$ cat src/rtl/period_capture_counter.sv
// Multi-channel trigger timestamp and edge-to-edge period capture on a shared free-running counter.
// Build option: define PERIOD_CAPTURE_PERIOD_EN to compile in period subtraction and per-channel arming.
//
// Per-channel arm state (only with PERIOD_CAPTURE_PERIOD_EN):
//   state    | meaning
//   DISARMED | no reference edge yet; next event loads capture_o only
//   ARMED    | reference edge held; each event yields a period and valid_o
module period_capture_counter #(
  parameter int WIDTH       = 20,
  parameter int CHANNELS    = 2,
  parameter int SYNC_STAGES = 2
) (
  input  logic                      fpga_clk_i,
  input  logic                      reset_n_i,
  input  logic                      clear_i,
  input  logic [CHANNELS-1:0]       trigger_i,
  input  logic [CHANNELS-1:0]       ack_i,
  output logic [WIDTH-1:0]          counter_val_o,
  output logic                      counter_cleared_o,
  output logic [CHANNELS*WIDTH-1:0] capture_o,
  output logic [CHANNELS*WIDTH-1:0] period_o,
  output logic [CHANNELS-1:0]       valid_o,
  output logic [CHANNELS-1:0]       overrun_o
);

  logic [WIDTH-1:0] count_q, count_d;

  always_comb begin
    count_d = clear_i ? '0 : count_q + {{(WIDTH-1){1'b0}}, 1'b1};
  end

  always_ff @(posedge fpga_clk_i or negedge reset_n_i) begin
    if (!reset_n_i) count_q <= '0;
    else            count_q <= count_d;
  end

  assign counter_val_o     = count_q;
  assign counter_cleared_o = (count_q == '0);

  for (genvar ch = 0; ch < CHANNELS; ch++) begin : gen_ch
    logic [SYNC_STAGES-1:0] sync_q;
    logic                   hist_q;
    logic                   event_q;
    logic [WIDTH-1:0]       cap_q, cap_d;
    logic                   valid_q, valid_d;
    logic                   ovr_q, ovr_d;

    // Event is registered once more so detection-to-update latency is SYNC_STAGES+1
    always_ff @(posedge fpga_clk_i or negedge reset_n_i) begin
      if (!reset_n_i) begin
        sync_q  <= '0;
        hist_q  <= 1'b0;
        event_q <= 1'b0;
      end else begin
        sync_q  <= {sync_q[SYNC_STAGES-2:0], trigger_i[ch]};
        hist_q  <= sync_q[SYNC_STAGES-1];
        event_q <= sync_q[SYNC_STAGES-1] & ~hist_q;
      end
    end

`ifdef PERIOD_CAPTURE_PERIOD_EN
    localparam logic DISARMED = 1'b0;
    localparam logic ARMED    = 1'b1;

    logic             armed_q, armed_d;
    logic [WIDTH-1:0] per_q, per_d;

    always_comb begin
      cap_d   = cap_q;
      per_d   = per_q;
      valid_d = valid_q;
      ovr_d   = ovr_q;
      armed_d = armed_q;
      if (ack_i[ch] && valid_q) begin
        valid_d = 1'b0;
        ovr_d   = 1'b0;
      end
      if (clear_i) begin
        armed_d = DISARMED;
      end else if (event_q) begin
        cap_d = count_q;
        if (armed_q == ARMED) begin
          per_d   = count_q - cap_q;
          valid_d = 1'b1;
          if (valid_q && !ack_i[ch]) ovr_d = 1'b1;
        end else begin
          per_d   = '0;
          armed_d = ARMED;
        end
      end
    end

    always_ff @(posedge fpga_clk_i or negedge reset_n_i) begin
      if (!reset_n_i) begin
        armed_q <= DISARMED;
        per_q   <= '0;
      end else begin
        armed_q <= armed_d;
        per_q   <= per_d;
      end
    end

    assign period_o[ch*WIDTH +: WIDTH] = per_q;
`else
    always_comb begin
      cap_d   = cap_q;
      valid_d = valid_q;
      ovr_d   = ovr_q;
      if (ack_i[ch] && valid_q) begin
        valid_d = 1'b0;
        ovr_d   = 1'b0;
      end
      if (event_q && !clear_i) begin
        cap_d   = count_q;
        valid_d = 1'b1;
        if (valid_q && !ack_i[ch]) ovr_d = 1'b1;
      end
    end

    assign period_o[ch*WIDTH +: WIDTH] = '0;
`endif

    always_ff @(posedge fpga_clk_i or negedge reset_n_i) begin
      if (!reset_n_i) begin
        cap_q   <= '0;
        valid_q <= 1'b0;
        ovr_q   <= 1'b0;
      end else begin
        cap_q   <= cap_d;
        valid_q <= valid_d;
        ovr_q   <= ovr_d;
      end
    end

    assign capture_o[ch*WIDTH +: WIDTH] = cap_q;
    assign valid_o[ch]                  = valid_q;
    assign overrun_o[ch]                = ovr_q;
  end

endmodule

$ cat config.mk
export PLATFORM = sky130hd
export DESIGN_NAME = period_capture_counter
export DESIGN_NICKNAME = d
export VERILOG_FILES = /design/src/rtl/period_capture_counter.sv
export SDC_FILE = /design/constraint.sdc
export NUM_CORES = 1
export LEC_CHECK = 0
export BUFFER_PORTS_ARGS = -buffer_cell sky130_fd_sc_hd__buf_2
export CORE_MARGIN = 4
export CORE_UTILIZATION = 48
export CTS_BUF_LIST = sky130_fd_sc_hd__clkbuf_2
export CTS_CLUSTER_DIAMETER = 30
export DETAILED_ROUTE_END_ITERATION = 12
export GPL_ROUTABILITY_DRIVEN = 0
export PLACE_DENSITY_LB_ADDON = 0.1
export SLEW_MARGIN = 20
export SYNTH_ARGS = -nofsm -noshare
export SYNTH_HDL_FRONTEND = slang
export SYNTH_SLANG_ARGS = --single-unit
$ cat constraint.sdc
create_clock -name fpga_clk_i -period 3.7 [get_ports fpga_clk_i]
set_clock_uncertainty 0.15 [all_clocks]
set_input_delay 0.37 -clock fpga_clk_i [delete_from_list [all_inputs] [get_ports fpga_clk_i]]
set_output_delay 0.37 -clock fpga_clk_i [all_outputs]
set_load 0.005 [all_outputs]
* Word-level counts from Yosys, hierarchy flattened
Cells that the tools add are included.
** Storage, ports and cells
- Register bits :: 72
- Input bits :: 7
- Output and inout bits :: 105
** Operators by class
- Add/sub/neg operators :: 1
- Mux-type cells :: 11
- Bitwise operators :: 4
- Reduce and logical (&&, ||, !) cells :: 12
** Operators with widths (count)
- $add A20 B1 Y20 const B :: 1
- $logic_not A20 Y1 :: 1
- $mux W20 :: 1
- $mux W1 :: 10
- $logic_and A1 B1 Y1 :: 6
- $reduce_bool A2 Y1 :: 2
- $logic_not A1 Y1 :: 3
- $and A1 B1 Y1 :: 2
- $not A1 Y1 :: 2

* Longest topological paths before layout
Gate-level depths: netlist of run 1.
- Word-level depth :: 4
- Depth in mapped cells :: 6
- Mapped depth without buffers :: 5

* Least setup slack after synthesis of run 1
OpenSTA, ideal clock, no wires.
- Path kind :: register -> register
- From :: register count_q[8], in the netlist counter_val_o[8]
- To :: register count_q[19], in the netlist counter_val_o[19]
- Setup time :: 0.078 ns
- Arrival :: 1.760 ns
- Data required time :: 3.472 ns
- Setup slack :: 1.711 ns
- Cell stages (with the launch flop) :: 7
- Buffers on the path :: 2
- Clock period less this slack :: 1.989 ns
- Cells stage by stage :: dfrtp_1 buf_2 nand4_2 or3_1 buf_2 or4_1 a21oi_1
** On the way
- Word-level cells in the longest chain between the ends :: 2
** RTL lines
- start: declaration :: RTL line 26 : logic [WIDTH-1:0] count_q, count_d;
- start signal: assignment :: RTL line 34 : else count_q <= count_d;
- $add A20 B1 Y20 :: RTL line 29 : count_d = clear_i ? '0 : count_q + {{(WIDTH-1){1'b0}}, 1'b1};
- $mux W20 :: RTL line 29
- via count_d[19] :: RTL line 26
The timed path passes the listed nets, and every way through them passes these cells.
A chain may end at the register's enable or synchronous reset.

* Final worst setup path of run 1
- From :: register count_q[0], in the netlist counter_val_o[0]
- To :: output counter_cleared_o
** On the way
- Word-level cells in the longest chain between the ends :: 1
** RTL lines
- $logic_not A20 Y1 :: RTL line 38 : assign counter_cleared_o = (count_q == '0);
- end: declaration :: RTL line 19 : output logic counter_cleared_o,
No other way between the ends.

==> results.tsv, run 1 <==
metric	value	unit
max incr delay on CP	0.48	ns
Power Dens Cells	388	mW/mm^2
critical path endpoint category	output port	
area delta synth->final	12.6	%
global-route wire length before repair	10.8	mm
Post-synth ARST share	1.00	
Syn Inst Count	278	
row cnt	29	
largest net degree at the start of global routing	73	
core area	0.00642	mm^2
Post-synth EDFFs	0	
syn avg cell area	11.6	um^2
Power Internal	1.07	mW
Placed Instances	408	
Vias	2126	
Die H	89.9	um
largest cells by area after synthesis	dfrtp_1 56%, mux2_2 10%, buf_4 10%	
CTS Hold Bufs	5	
Worst VDD drop	0.247	mV
Post-Route WL	6.17	mm
H-tree Lvls	3	
CTS Buffer Depth	2	
met1 wire length	2.70	mm
Min-Delay Path Depth	2	
Highest Signal Layer	met4	
final setup margin	1.11	ns
Yosys top cell by area	dfrtp_1	
Iter 0 DRT Violations	82	
IO Port Bufs	71	
Crit-path slowest cell	dfrtp_1	
vias per inst	4.96	
CTS-repair resized insts	0	
critical path launch point type	flop	
Final ANT Viol Nets	0	
FF-to-FF End	counter_val_o[19]$_DFF_PN0_	
switching pwr	332	uW
Die Area	0.00808	mm^2
gr usage total	0.165	
Seq cells post-synth	72	
status	complete, no violations	
Fin. Hold Viols	0	
fin crit share	0.701	
Sink Count	72	
post-route insts no fill	429	
Tmin final	2.59	ns
crit-path max FO	6	
Crit Path Category	reg2out	
Fillers	599	
RSZ-0062 raised after global routing	no	
first-pass detailed-route iteration total	4	
Worst Hold End	counter_val_o[5]$_DFF_PN0_	
normalized max-slew margin	0.377	
WL met3	489	um
WL/cell	14.4	um
DRC Markers	0	
ys flop type	dfrtp_1	
synth warn	0	
most frequent cells after synthesis	72 x dfrtp_1, 44 x buf_4, 30 x mux2_2	
Synth top area share	0.560	
met2 WL post-DR	2.90	mm
antenna fix cells	0	
R2R cell count	4	
initial antenna violation count	0	
post-synth cell types	32	
DP HPWL	4.23	mm
most common cell in the synthesized netlist	dfrtp_1	
share of cells above drive strength 1	0.344	
P_leak	1.95	nW
Placement Setup Slack	1.38	ns
CP delay by family, top	simple AND/OR/NAND/NOR gates	
Flop pwr share	0.585	
fmax	386	MHz
Arr. time, crit path	2.07	ns
postcts setup bufs	0	
max-slew violation count	0	
CP Buf/Inv Count	2	
Combinational Power Share	0.067	
Clk Latency, worst-skew pair	0.50	ns
HP Class	in2reg	
I/O pin cnt	112	
Seq/Total Area, Yosys	0.560	
Initial Utilization	0.501	
Inserted Clock Buffers	9	
Max-Cap Viols	0	
setup TNS	0	ns
area of the mapped netlist	0.00322	mm^2
clk slew on worst S/H paths	0.19	ns
vias in the first global route	2087	
root buffer cell	clkbuf_2	
crit path cell chain	inv_1 -> ha_1 -> nor4b_1 -> nand4_1 -> nor4_1 -> buf_2	
worst hold start	clear_i	
Sw Ratio	0.236	
reg2reg start	counter_val_o[8]$_DFF_PN0_	
total gr overflow	0	
clock power share	0.348	
Least-Margin Pin Slew	0.934	ns
fin nets	356	
die width	89.9	um
CTS tree	built	
flop-to-flop setup slack	1.54	ns
Worst EP required	3.18	ns
Setup-failing EPs final	0	
==> sequential cells by signal (all words and copies together) (netlist names), named ones only <==
register / count
gen_ch.event_q: 2
counter_val_o: 20
gen_ch.sync_q: 4
gen_ch.hist_q: 2
gen_ch.valid_q: 2
gen_ch.cap_q: 40
==> worst register-to-register path, delay by kind of cell, from the launching register on <==
kind	cells	cell delay [ns]
flops	1	0.58
compound gates	1	0.15
simple gates	3	1.22
==> stage by stage <==
stage	hold WS (ns)	util	cell area, um^2	total power, mW
after floorplan	-0.0756	-	3360	0.917
after global placement	0.189	0.536	3440	0.927
after detailed placement	0.189	0.536	3440	0.929
after CTS	0.0686	0.564	3620	1.43
after global routing	0.0725	0.564	3620	1.48
final	0.104	0.564	3620	1.41
==> logic make-up after synthesis <==
| group | Yosys count | share of synthesized area |
|---|---|---|
| XOR/XNOR | 12 | 0.0327 |
| flip-flops | 72 | 0.560 |
| other | 1 | 0.00117 |
| multiplexers | 30 | 0.105 |
| AND/OR/NAND/NOR | 69 | 0.119 |
| AO/OA/AOI/OAI | 26 | 0.0451 |
| adder cells (fa/ha/maj) | 2 | 0.00777 |
| buffers and inverters | 66 | 0.129 |
==> worst max-delay path by stage <==
| stage | start | cells past startpoint | end |
|---|---|---|---|
| after floorplan | counter_val_o[8]$_DFF_PN0_ | 6 | counter_val_o[19]$_DFF_PN0_ |
| after global placement | clear_i | 4 | gen_ch[1].cap_q[16]$_DFFE_PN0P_ |
| after detailed placement | clear_i | 4 | gen_ch[1].cap_q[19]$_DFFE_PN0P_ |
| after CTS | counter_val_o[0]$_DFF_PN0_ | 6 | counter_cleared_o |
| after global routing | counter_val_o[0]$_DFF_PN0_ | 6 | counter_cleared_o |
| final | counter_val_o[0]$_DFF_PN0_ | 6 | counter_cleared_o |
==> placed cells by master, fill, tap and decap left out, types with 3 or more instances in the layout <==
cell type / count
mux2_2: 30
clkbuf_2: 12
nand2_1: 16
nand3_1: 5
or4_1: 3
xnor2_1: 7
dlygate4sd3_1: 5
inv_1: 6
buf_2: 70
a21oi_1: 6
xor2_1: 5
o31ai_1: 3
buf_4: 3
nand4_1: 5
o21ai_0: 15
nor2_1: 15
conb_1: 40
or3_1: 5
nor4_1: 6
nor2b_1: 3
dfrtp_1: 72
==> power groups by stage <==
stage	sequential (mW)	combinational, mW	clock [mW]
floorplan	0.834	0.0828	0
global placement	0.837	0.0901	0
detailed placement	0.838	0.0912	0
CTS	0.823	0.0956	0.507
global route	0.827	0.108	0.540
finish	0.822	0.0939	0.490
==> layout make-up <==
class,count,area [um^2],area share
well taps,77,96.3,0.0266
flip-flops and latches,72,1800,0.497
repair buffers,78,423,0.117
multi-input cells,179,1150,0.316
clock inverters,4,68.8,0.0190
clock buffers,12,60.1,0.0166
inverters,7,26.3,0.00725
==> routing by layer <==
layer	GRT usage	vias up
met2	0.267	79
met5	0	-
li1	-	999
met3	0.0618	9
met4	0.0536	0
met1	0.206	1039
Note: power is estimated with default switching activity, not from simulation.
==> inputs of run 2 (changes only) <==
- ABC_AREA: default -> 1
- clock period: 3.7 -> 2.7 ns (I/O delays scaled with it)
==> run 2 against run 1 <==
  * Global-route usage is 2.1 points higher
  * Synthesized area up 2.7%
  * Sequential cell count did not move
  * Clock power is 41% higher
  * Non-clock buffer count rose by 2
  * Total power up 39%
  * Count of clock-buffer cells in the layout fell by 1
  * Sequential share of layout area down 1.7 points
  * Cell area is 3.6% higher
  * Routed wire length increased by 20%
  * Critical path type unchanged
==> results.tsv, run 2 <==
metric	value	unit	change
status	complete, no violations		
clk slew on worst S/H paths	0.21	ns	+0.02 ns
root buffer cell	clkbuf_2		
DP HPWL	5.42	mm	+28%
max reg flops	40		unchanged
synth warn	0		unchanged
core area	0.00653	mm^2	+1.7%
setup TNS	0	ns	unchanged
Sink Count	72		unchanged
most frequent cells in the layout	76 x nand2_1, 72 x dfrtp_1, 71 x buf_2, 47 x o21ai_0, 40 x conb_1		
Arr. time, crit path	1.74	ns	-0.33 ns
CTS Buffer Depth	2		unchanged
first-pass detailed-route iteration total	4		unchanged
global-route wire length before repair	12.2	mm	+12%
flop-to-flop setup slack	1.08	ns	-0.46 ns
leading cell type in the layout, fill and taps excluded	nand2_1		
Power Dens Cells	520	mW/mm^2	+34%
Synth top area share	0.545		-0.0146
Placement Setup Slack	0.990	ns	-0.394 ns
gr usage total	0.186		+0.0209
Iter 0 DRT Violations	97		+18%
Least-Margin Pin Slew	0.683	ns	-0.250 ns
Post-synth EDFFs	0		unchanged
area of the mapped netlist	0.00330	mm^2	+2.7%
most common cell in the synthesized netlist	nand2_1		
Initial Utilization	0.506		+0.00487
max-slew violation count	0		unchanged
Seq cells post-synth	72		unchanged
row cnt	29		unchanged
Fin. Hold Viols	0		unchanged
Tmin final	2.16	ns	
P_leak	2.03	nW	+4.1%
Clk Latency, worst-skew pair	0.49	ns	about the same
total chip power	1.95	mW	+39%
WL/cell	14.0	um	-2.6%
Inserted Clock Buffers	9		unchanged
crit-path max FO	5		-1
reg2reg start	counter_val_o[0]$_DFF_PN0_		
vias per inst	4.76		-3.9%
initial antenna violation count	0		unchanged
CTS tree	built		
Vias	2520		+19%
die width	91.0	um	+1.2%
syn avg cell area	8.91	um^2	-23%
Final ANT Viol Nets	0		unchanged
Worst VDD drop	0.262	mV	+6.4%
Die Area	0.00828	mm^2	+2.4%
largest cells by area after synthesis	dfrtp_1 55%, buf_4 10%, nand2_1 8.6%		
Max-Cap Viols	0		unchanged
I/O pin cnt	112		unchanged
Syn Inst Count	371		+33%
R2R cell count	8		+4
share of cells above drive strength 1	0.228		-0.116
largest net degree at the start of global routing	44		-40%
Crit Path Category	reg2out		
CTS-repair resized insts	0		unchanged
ys flop type	dfrtp_1		
final setup margin	0.536	ns	-0.571 ns
total gr overflow	0		unchanged
Fin Hold WS	0.171	ns	+0.0673 ns
post-synth cell types	23		-28%
Die H	91.0	um	+1.2%
H-tree Lvls	3		unchanged
HP Class	in2async		
vias in the first global route	2389		+14%
crit path from	counter_val_o[16]$_DFF_PN0_		
normalized max-slew margin	0.544		+0.167
critical path endpoint category	output port		
DRC Markers	0		unchanged
Post-Route WL	7.40	mm	+20%
Worst EP required	2.28	ns	-0.90 ns
Seq/Total Area, Yosys	0.545		-0.0146
Setup-failing EPs final	0		unchanged
area delta synth->final	13.6	%	
Yosys top cell by area	dfrtp_1		
Largest Register	gen_ch.cap_q		
RSZ-0062 raised after global routing	no		
antenna fix cells	0		unchanged
CTS Hold Bufs	6		+1
fmax	462	MHz	
Post-synth ARST share	1.00		unchanged
IO Port Bufs	71		unchanged
FF-to-FF End	counter_val_o[14]$_DFF_PN0_		
fin crit share	0.801		
postcts setup bufs	0		unchanged
fin nets	456		+28%
most frequent cells after synthesis	76 x nand2_1, 72 x dfrtp_1, 47 x o21ai_0		
critical path launch point type	flop		
-- run 2: changes by cell type in the layout (fill, tap and decap cells not counted), sizes merged, moves of 7 or more --
cell / previous run / this run
nand2: 17 / 79
o21ai: 15 / 52
inv: 6 / 38
mux2: 30 / 0
nor2: 15 / 41
xnor2: 7 / 0
-- run 2: metrics by stage --
step	instances	utilization	area, um^2
finish	529	0.575	3750
global route	529	0.575	3750
CTS	529	0.575	3750
detailed placement	507	0.545	3560
global placement	507	0.545	3560
floorplan	410	-	3450
-- run 2: critical path, stage by stage (launching register included) --
cell and delay (ns):
dfrtp_1 0.48, inv_1 0.18, nand4_1 0.12, nor2_1 0.12, nand3_1 0.07, nor2_1 0.16
buf_2 0.14
-- run 2: how the worst max path moves through the flow --
stage                             endpoint  slack (ns)  cells past startpoint
2_1_floorplan  counter_val_o[14]$_DFF_PN0_        1.29                      8
3_3_place_gp                          flop        1.02                      6
3_5_place_dp                          flop        0.99                      6
4_1_cts                  counter_cleared_o        0.49                      6
5_1_grt                  counter_cleared_o        0.35                      6
6_report                 counter_cleared_o        0.54                      6
-- run 2: layer usage --
metal | vias up | share of wire | GRT usage
li1 | 1245 | - | -
met3 | 6 | 0.071 | 0.0372
met5 | - | 0 | 0
met2 | 91 | 0.46 | 0.280
met1 | 1178 | 0.46 | 0.269
met4 | 0 | 0.0074 | 0.0678
-- run 2: cell families after synthesis --
| family | count (synthesis) | share of synthesized area |
|---|---|---|
| flops | 72 | 0.545 |
| buf+inv | 92 | 0.158 |
| other cells | 1 | 0.00113 |
| fa+ha+maj | 2 | 0.00757 |
| simple gates | 137 | 0.183 |
| compound gates | 67 | 0.105 |
-- run 2: report_power, final --
part | internal, mW | switching [mW] | total (mW) | leakage (nW)
clock network | 0.315 | 0.377 | 0.692 | 0.0821
registers | 1.11 | 0.0195 | 1.13 | 0.980
logic | 0.0461 | 0.0864 | 0.133 | 0.972
total | 1.47 | 0.483 | 1.95 | 2.03
-- run 2: layout make-up --
cell class                 instances  area (um^2)
fill                             629         2780
sequential                        72         1800
timing repair buffer              80          450
multi-input combinational        246         1130
inverter                          38          143
clock inverter                     5         81.3
clock buffer                      11         55.1
tap                               77         96.3
